`config.mk`:
```
export PLATFORM = sky130hd
export DESIGN_NAME = char_write_arbiter
export DESIGN_NICKNAME = d
export VERILOG_FILES = /design/src/rtl/char_write_arbiter.sv
export SDC_FILE = /design/constraint.sdc
export NUM_CORES = 1
export LEC_CHECK = 0
export CAP_MARGIN = 10
export CORE_MARGIN = 5
export CORE_UTILIZATION = 55
export CTS_BUF_LIST = sky130_fd_sc_hd__clkbuf_8
export DETAILED_ROUTE_END_ITERATION = 12
export PLACE_DENSITY = 0.8
export SYNTH_ARGS = -nofsm -noshare
export SYNTH_HDL_FRONTEND = slang
export SYNTH_SLANG_ARGS = --single-unit
```
`constraint.sdc`:
```
create_clock -name clk -period 8.5 [get_ports clk]
set_clock_uncertainty 0.05 [all_clocks]
set_input_delay 1.7 -clock clk [delete_from_list [all_inputs] [get_ports clk]]
set_output_delay 1.7 -clock clk [all_outputs]
set_load 0.02 [all_outputs]
```
`src/rtl/char_write_arbiter.sv`:
```
// char_write_arbiter: merges two character FIFOs round-robin into a rate-limited display write port
// ports: clk, reset_n (async, active-low); a_*/b_* valid-ready character sources;
//        character_id_out + we single-cycle write strobe; busy = FSM active or data queued
module char_write_arbiter #(
  parameter int CHAR_ID_LENGTH = 8,
  parameter int FIFO_DEPTH = 4,
  parameter int GAP_CYCLES = 4
) (
  input  logic                      clk,
  input  logic                      reset_n,
  input  logic [CHAR_ID_LENGTH-1:0] a_char,
  input  logic                      a_valid,
  output logic                      a_ready,
  input  logic [CHAR_ID_LENGTH-1:0] b_char,
  input  logic                      b_valid,
  output logic                      b_ready,
  output logic [CHAR_ID_LENGTH-1:0] character_id_out,
  output logic                      we,
  output logic                      busy
);
  localparam int AW = $clog2(FIFO_DEPTH);
  localparam int CW = $clog2(FIFO_DEPTH + 1);
  localparam int GW = $clog2(GAP_CYCLES + 1);
  typedef enum logic [1:0] {IDLE, ISSUE, GAP} state_t;
  state_t state;
  logic [GW-1:0] gap;
  logic last_grant;
  logic [1:0][CHAR_ID_LENGTH-1:0] din, head;
  logic [1:0] vld, rdy, ne, push, pop;
  logic take, sel;
  assign din = {b_char, a_char};
  assign vld = {b_valid, a_valid};
  assign push = vld & rdy;
  assign take = state == IDLE && |ne;
  // sel=1 picks B: B when A is empty, or on a tie when A won last time (last_grant=0)
  assign sel = !ne[0] || (ne[1] && !last_grant);
  assign pop = take ? (sel ? 2'b10 : 2'b01) : 2'b00;
  // ready is gated by reset_n only at the port so the FIFO flops never see reset_n as data
  assign a_ready = reset_n & rdy[0];
  assign b_ready = reset_n & rdy[1];
  assign busy = state != IDLE || |ne;
  for (genvar i = 0; i < 2; i++) begin : g_fifo
    logic [CHAR_ID_LENGTH-1:0] mem [FIFO_DEPTH];
    logic [AW-1:0] rp, wp;
    logic [CW-1:0] cnt;
    assign rdy[i] = cnt != CW'(FIFO_DEPTH);
    assign ne[i] = cnt != '0;
    assign head[i] = mem[rp];
    always_ff @(posedge clk)
      if (push[i]) mem[wp] <= din[i];
    always_ff @(posedge clk or negedge reset_n)
      if (!reset_n) begin
        rp <= '0;
        wp <= '0;
        cnt <= '0;
      end else begin
        rp <= rp + AW'(pop[i]);
        wp <= wp + AW'(push[i]);
        cnt <= cnt + CW'(push[i]) - CW'(pop[i]);
      end
  end
  always_ff @(posedge clk or negedge reset_n)
    if (!reset_n) begin
      state <= IDLE;
      we <= 1'b0;
      character_id_out <= '0;
      gap <= '0;
      last_grant <= 1'b1;
    end else
      case (state)
        IDLE: if (take) begin
          state <= ISSUE;
          we <= 1'b1;
          character_id_out <= head[sel];
          last_grant <= sel;
        end
        ISSUE: begin
          state <= GAP;
          we <= 1'b0;
          gap <= GW'(GAP_CYCLES - 1);
        end
        default: if (gap == '0) state <= IDLE; else gap <= gap - GW'(1);
      endcase
endmodule

```
# [After elaboration in Yosys (flattened, before gate mapping)]
# Memory sizes are Yosys's and may differ from the RTL's.
# Cells that the tools add are included.
[word_totals] ff_bits=29 rom_bits=0 ram_bits=64 latch_bits=0 out_inout_bits=12 mem_count=2
[mem_list] memory="g_fifo[0].mem" depth=4 word_bits=8 read_ports=1 rd_clocked_by_memory_dff=0 write_ports=1 line_no="43" rtl="logic [CHAR_ID_LENGTH-1:0] mem [FIFO_DEPTH];"
[mem_list] memory="g_fifo[1].mem" depth=4 word_bits=8 read_ports=1 rd_clocked_by_memory_dff=0 write_ports=1 line_no="43"
[classes] div_mod_pow=0 n_shift=0 multipliers=0 n_lt_le_gt_ge=1 n_eq_ne=5 add_sub_neg=9 n_reduce_logical=18 n_bitwise=4 muxes=15
[ops] op="$mux 8" n=2
[ops] op="$reduce_bool 3->1" n=3
[ops] op="$add 2x1->2" n=4
[ops] op="$mux 2" n=4
[ops] op="$reduce_and 2->1" n=4
[ops] op="$add 3x1->3" n=2
[ops] op="$ne 3x3->1 const B" n=2
[ops] op="$pmux 3 s2" n=1
[ops] op="$sub 3x1->3" n=2
[ops] op="$mux 1" n=5
[ops] op="$pmux 2 s2" n=1
[ops] op="$reduce_bool 2->1" n=2
[ops] op="$logic_not 3->1" n=1
[ops] op="$mux 3" n=1
[ops] op="$sub 3x1->3 const B" n=1
[ops] op="$and 1x1->1" n=2
[ops] op="$and 2x2->2" n=1
[ops] op="$eq 2x1->1 const B" n=1
[ops] op="$logic_and 1x1->1" n=2
[ops] op="$logic_not 1->1" n=2
[ops] op="$logic_not 2->1" n=1
[ops] op="$logic_or 1x1->1" n=2
[ops] op="$lt 1x2->1 const B" n=1
[ops] op="$ne 2x1->1 const B" n=1
[ops] op="4 further kinds" n=4

# [Logic depth before layout (Yosys ltp)]
[logic_depth] ltp_word=6 depth_mapped=10

# [Worst setup path after synthesis]
# Ideal clock, no wire load.
[synth_path] path_kind="in2out" start="input reset_n" end="output a_ready" slack_ns=4.840 t_arrival_ns=1.910 cell_stages=1 t_required_ns=6.750 path_cell_list="and2_1"
[synth_between] elab_chain_cells=1
[synth_lines] element="from (decl)" line_no="10" rtl="input logic reset_n,"
[synth_lines] element="$and 1x1->1" line_no="39" rtl="assign a_ready = reset_n & rdy[0];"
[synth_lines] element="to (decl)" line_no="13" rtl="output logic a_ready,"
# No other way between the ends.

# [Worst setup path in the final report]
[layout_path] start="input reset_n" end="output b_ready"
[layout_between] elab_chain_cells=1
[layout_lines] element="$and 1x1->1" line_no="40" rtl="assign b_ready = reset_n & rdy[1];"
[layout_lines] element="to (decl)" line_no="16" rtl="output logic b_ready,"
# No other way between the ends.

==> reports/metrics.csv <==
metric,value,unit
status,finished clean,
R2R Setup Slk,5430,ps
LEAKAGE,1.65,nW
total grt overflow,0,
register area share after synthesis,0.709,
Reg2Reg Capture Point,g_fifo[0].cnt[2]$_DFF_PN0_,
CTS Sinks,93,
dpl hpwl,4260,µm
full die area,0.00854,mm²
Initial Util,0.556,
Syn Area/Cell,18.4,µm²
NumNets Final,278,
hold depth,1,
max-cap violation count,0,
Placed Cells,315,
Crit Path Max Fanout,31,
DR DRC count,0,
gpl congestion,0.736,
total number of vias,1910,
gr usage total,0.164,
Mapped Area,0.00374,mm²
cells along the critical path,"clkdlybuf4s50_1, buf_4, and2_1, clkdlybuf4s50_1",
layout cells sized above 1,0.183,
ys flop type,edfxtp_1,
CTS tree,built,
post-synthesis cell count,203,
Critical Path Sink,b_ready,
Post-synth ARST share,0.312,
"Top cell by count, worst path",clkdlybuf4s50_1,
"Largest stage delay, worst path",590,ps
vias in the first global route,2049,
Fin. Hold Viols,0,
worst skew pair latency,360,ps
Placeable Area,0.00672,mm²
clk root buf,clkbuf_8,
Max Freq,199,MHz
share of the clock period used by the worst path,0.591,
CP Launch Type,input pin,
Num CTS Buffers,9,
H-tree Lvls,3,
number of distinct library cells after synthesis,33,
CP required,6750,ps
CP arrival,3280,ps
reg2reg path depth,9,
global-route wire length before repair,10400,µm
WL final,6240,µm
largest net degree at the start of global routing,32,
slowest cell on the critical path,clkdlybuf4s50_1,
number of flops mapped to enable cells by yosys,64,
worst setup path class,in2out,
postcts setup bufs,0,
crit end category,primary output,
relative slew slack,0.386,
routed length on met1,2670,µm
Synth Register Bits,93,
drt pass-1 iters,4,
ANT cells,0,
Final setup viols,0,
synth warn,0,
Worst Max-Slew Pin Slew,913,ps
initial antenna violation count,0,
Core Rows,30,
Final min period,5030,ps
Hold Crit Class,reg2reg,
routed vias/inst,5.77,
die extent in y,92.4,µm
Met2 Wirelength,3130,µm
Ports,32,
critical path's top delay family,buffers and inverters,
Post-DRT Antenna Nets,0,
worst reg2reg startpoint,g_fifo[1].cnt[1]$_DFF_PN0_,
setup_tns,0,ps
RSZ-0062 raised after global routing,no,
met3 WL,291,µm
violation count after the first detailed-route iteration,129,
clk buf depth,2,
Highest Signal Layer,met4,
crit path buf inv count,3,
CTS Hold Bufs,0,
Die W,92.4,µm
pwr dens,352,mW/mm²
Stages on worst setup path,4,
post_cts resized,0,
CP startpoint,reset_n,
WL/cell,18.9,µm
VDD IR max,0.162,mV
final std cells w/o fill,331,
syn_nets,235,
Slew Limit Fails,0,
area grow syn2layout,18.1,%
Port Buffers,31,
"Reg clk slew, reported paths",90,ps
## area by class of cell
cell class	instances	area (µm²)
fill	461	2300
clock inverter	7	115
inverter	14	52.6
timing repair buffer	38	363
multi-input combinational	90	1010
clock buffer	9	124
tap	80	100
sequential	93	2650
## worst min-delay path by stage
| stage | from | endpoint | slack (ps) |
|---|---|---|---|
| after global routing | g_fifo[1].cnt[2]$_DFF_PN0_ | g_fifo[1].cnt[2]$_DFF_PN0_ | 500 |
| final | character_id_out[0]$_DFFE_PN0P_ | character_id_out[0]$_DFFE_PN0P_ | 480 |
| after CTS | character_id_out[0]$_DFFE_PN0P_ | character_id_out[0]$_DFFE_PN0P_ | 480 |
| after floorplan | g_fifo[1].rp[0]$_DFF_PN0_ | g_fifo[1].rp[0]$_DFF_PN0_ | 420 |
| after global placement | character_id_out[0]$_DFFE_PN0P_ | character_id_out[0]$_DFFE_PN0P_ | 450 |
| after detailed placement | character_id_out[0]$_DFFE_PN0P_ | character_id_out[0]$_DFFE_PN0P_ | 460 |
## cells in the final DEF (no fill, tap or decap), types with 2 or more instances in the layout
cell type,n
o21ai_0,2
and4_1,8
dfrtp_1,28
mux4_2,16
clkdlybuf4s50_1,31
a21bo_2,2
inv_1,15
edfxtp_1,64
nand2_1,3
a221o_1,8
and2_1,2
a21oi_1,3
and3_1,3
nor3b_1,4
ha_1,10
xor2_1,4
xnor2_1,4
fa_1,2
nor2_1,3
a2bb2oi_1,2
nor3_1,4
buf_4,7
clkbuf_8,9
bufinv_16,3
or3b_2,2
## per-stage QoR
| stage | utilization | area, µm² | hold WS (ps) | worst slack [ps] | total power, mW |
|---|---|---|---|---|---|
| after floorplan | - | 3740 | 423 | 4840 | 1.06 |
| after global placement | 0.622 | 4180 | 449 | 3450 | 1.20 |
| after detailed placement | 0.622 | 4180 | 460 | 3440 | 1.23 |
| after CTS | 0.657 | 4420 | 480 | 3440 | 1.57 |
| after global routing | 0.657 | 4420 | 505 | 3350 | 1.65 |
| final | 0.657 | 4420 | 477 | 3470 | 1.56 |
## synth_stat cells, types with 2 or more instances
master,instances,area [µm²]
edfxtp_1,64,1920
dfrtp_1,28,701
mux4_2,16,360
inv_1,14,52.6
ha_1,10,125
a221o_1,8,80.1
and4_1,8,70.1
clkbuf_1,4,15.0
nor3_1,4,20.0
nor3b_1,4,30.0
xnor2_1,4,35.0
xor2_1,4,35.0
a21oi_1,3,15.0
and3_1,3,18.8
nand2_1,3,11.3
nor2_1,3,11.3
a21bo_2,2,20.0
a2bb2oi_1,2,17.5
and2_1,2,12.5
fa_1,2,40.0
o21ai_0,2,10.0
or3b_2,2,17.5
## power by group
part           switching, mW  internal, mW
sequential             0.115         0.627
clock                  0.148         0.194
combinational          0.217         0.254
total                  0.481          1.08
## metal layers
layer / vias to the layer above / global-route usage
met5: - / 0
met4: 0 / 0.0854
met3: 11 / 0.0317
met2: 42 / 0.263
met1: 974 / 0.215
li1: 883 / -
## state kept, by name, indices dropped and copies added, names as in the netlist
| signal | cells |
|---|---|
| g_fifo.mem | 64 |
| state | 2 |
| g_fifo.cnt | 6 |
| g_fifo.wp | 4 |
| gap | 3 |
| last_grant | 1 |
| g_fifo.rp | 4 |
| character_id_out | 8 |
| we | 1 |
## cells by family (layout without fill, tap and decap cells)
family | after synthesis | in the layout | share of synthesized area
multiplexers | 17 | 17 | 0.0991
adder cells (fa/ha/maj) | 12 | 12 | 0.0442
XOR/XNOR | 8 | 8 | 0.0187
AO/OA/AOI/OAI | 20 | 20 | 0.0499
flip-flops | 93 | 93 | 0.709
buffers and inverters | 20 | 68 | 0.0204
AND/OR/NAND/NOR | 33 | 33 | 0.0589
## worst register-to-register path, stage by stage (launching register included)
cell       delay, ps
dfrtp_1          450
or3_4            480
a2111oi_4        740
ha_1             360
inv_1             60
ha_1             130
inv_1             50
fa_1             370
xnor2_1          190
xnor2_1          140
(Power assumes the default switching activity.)
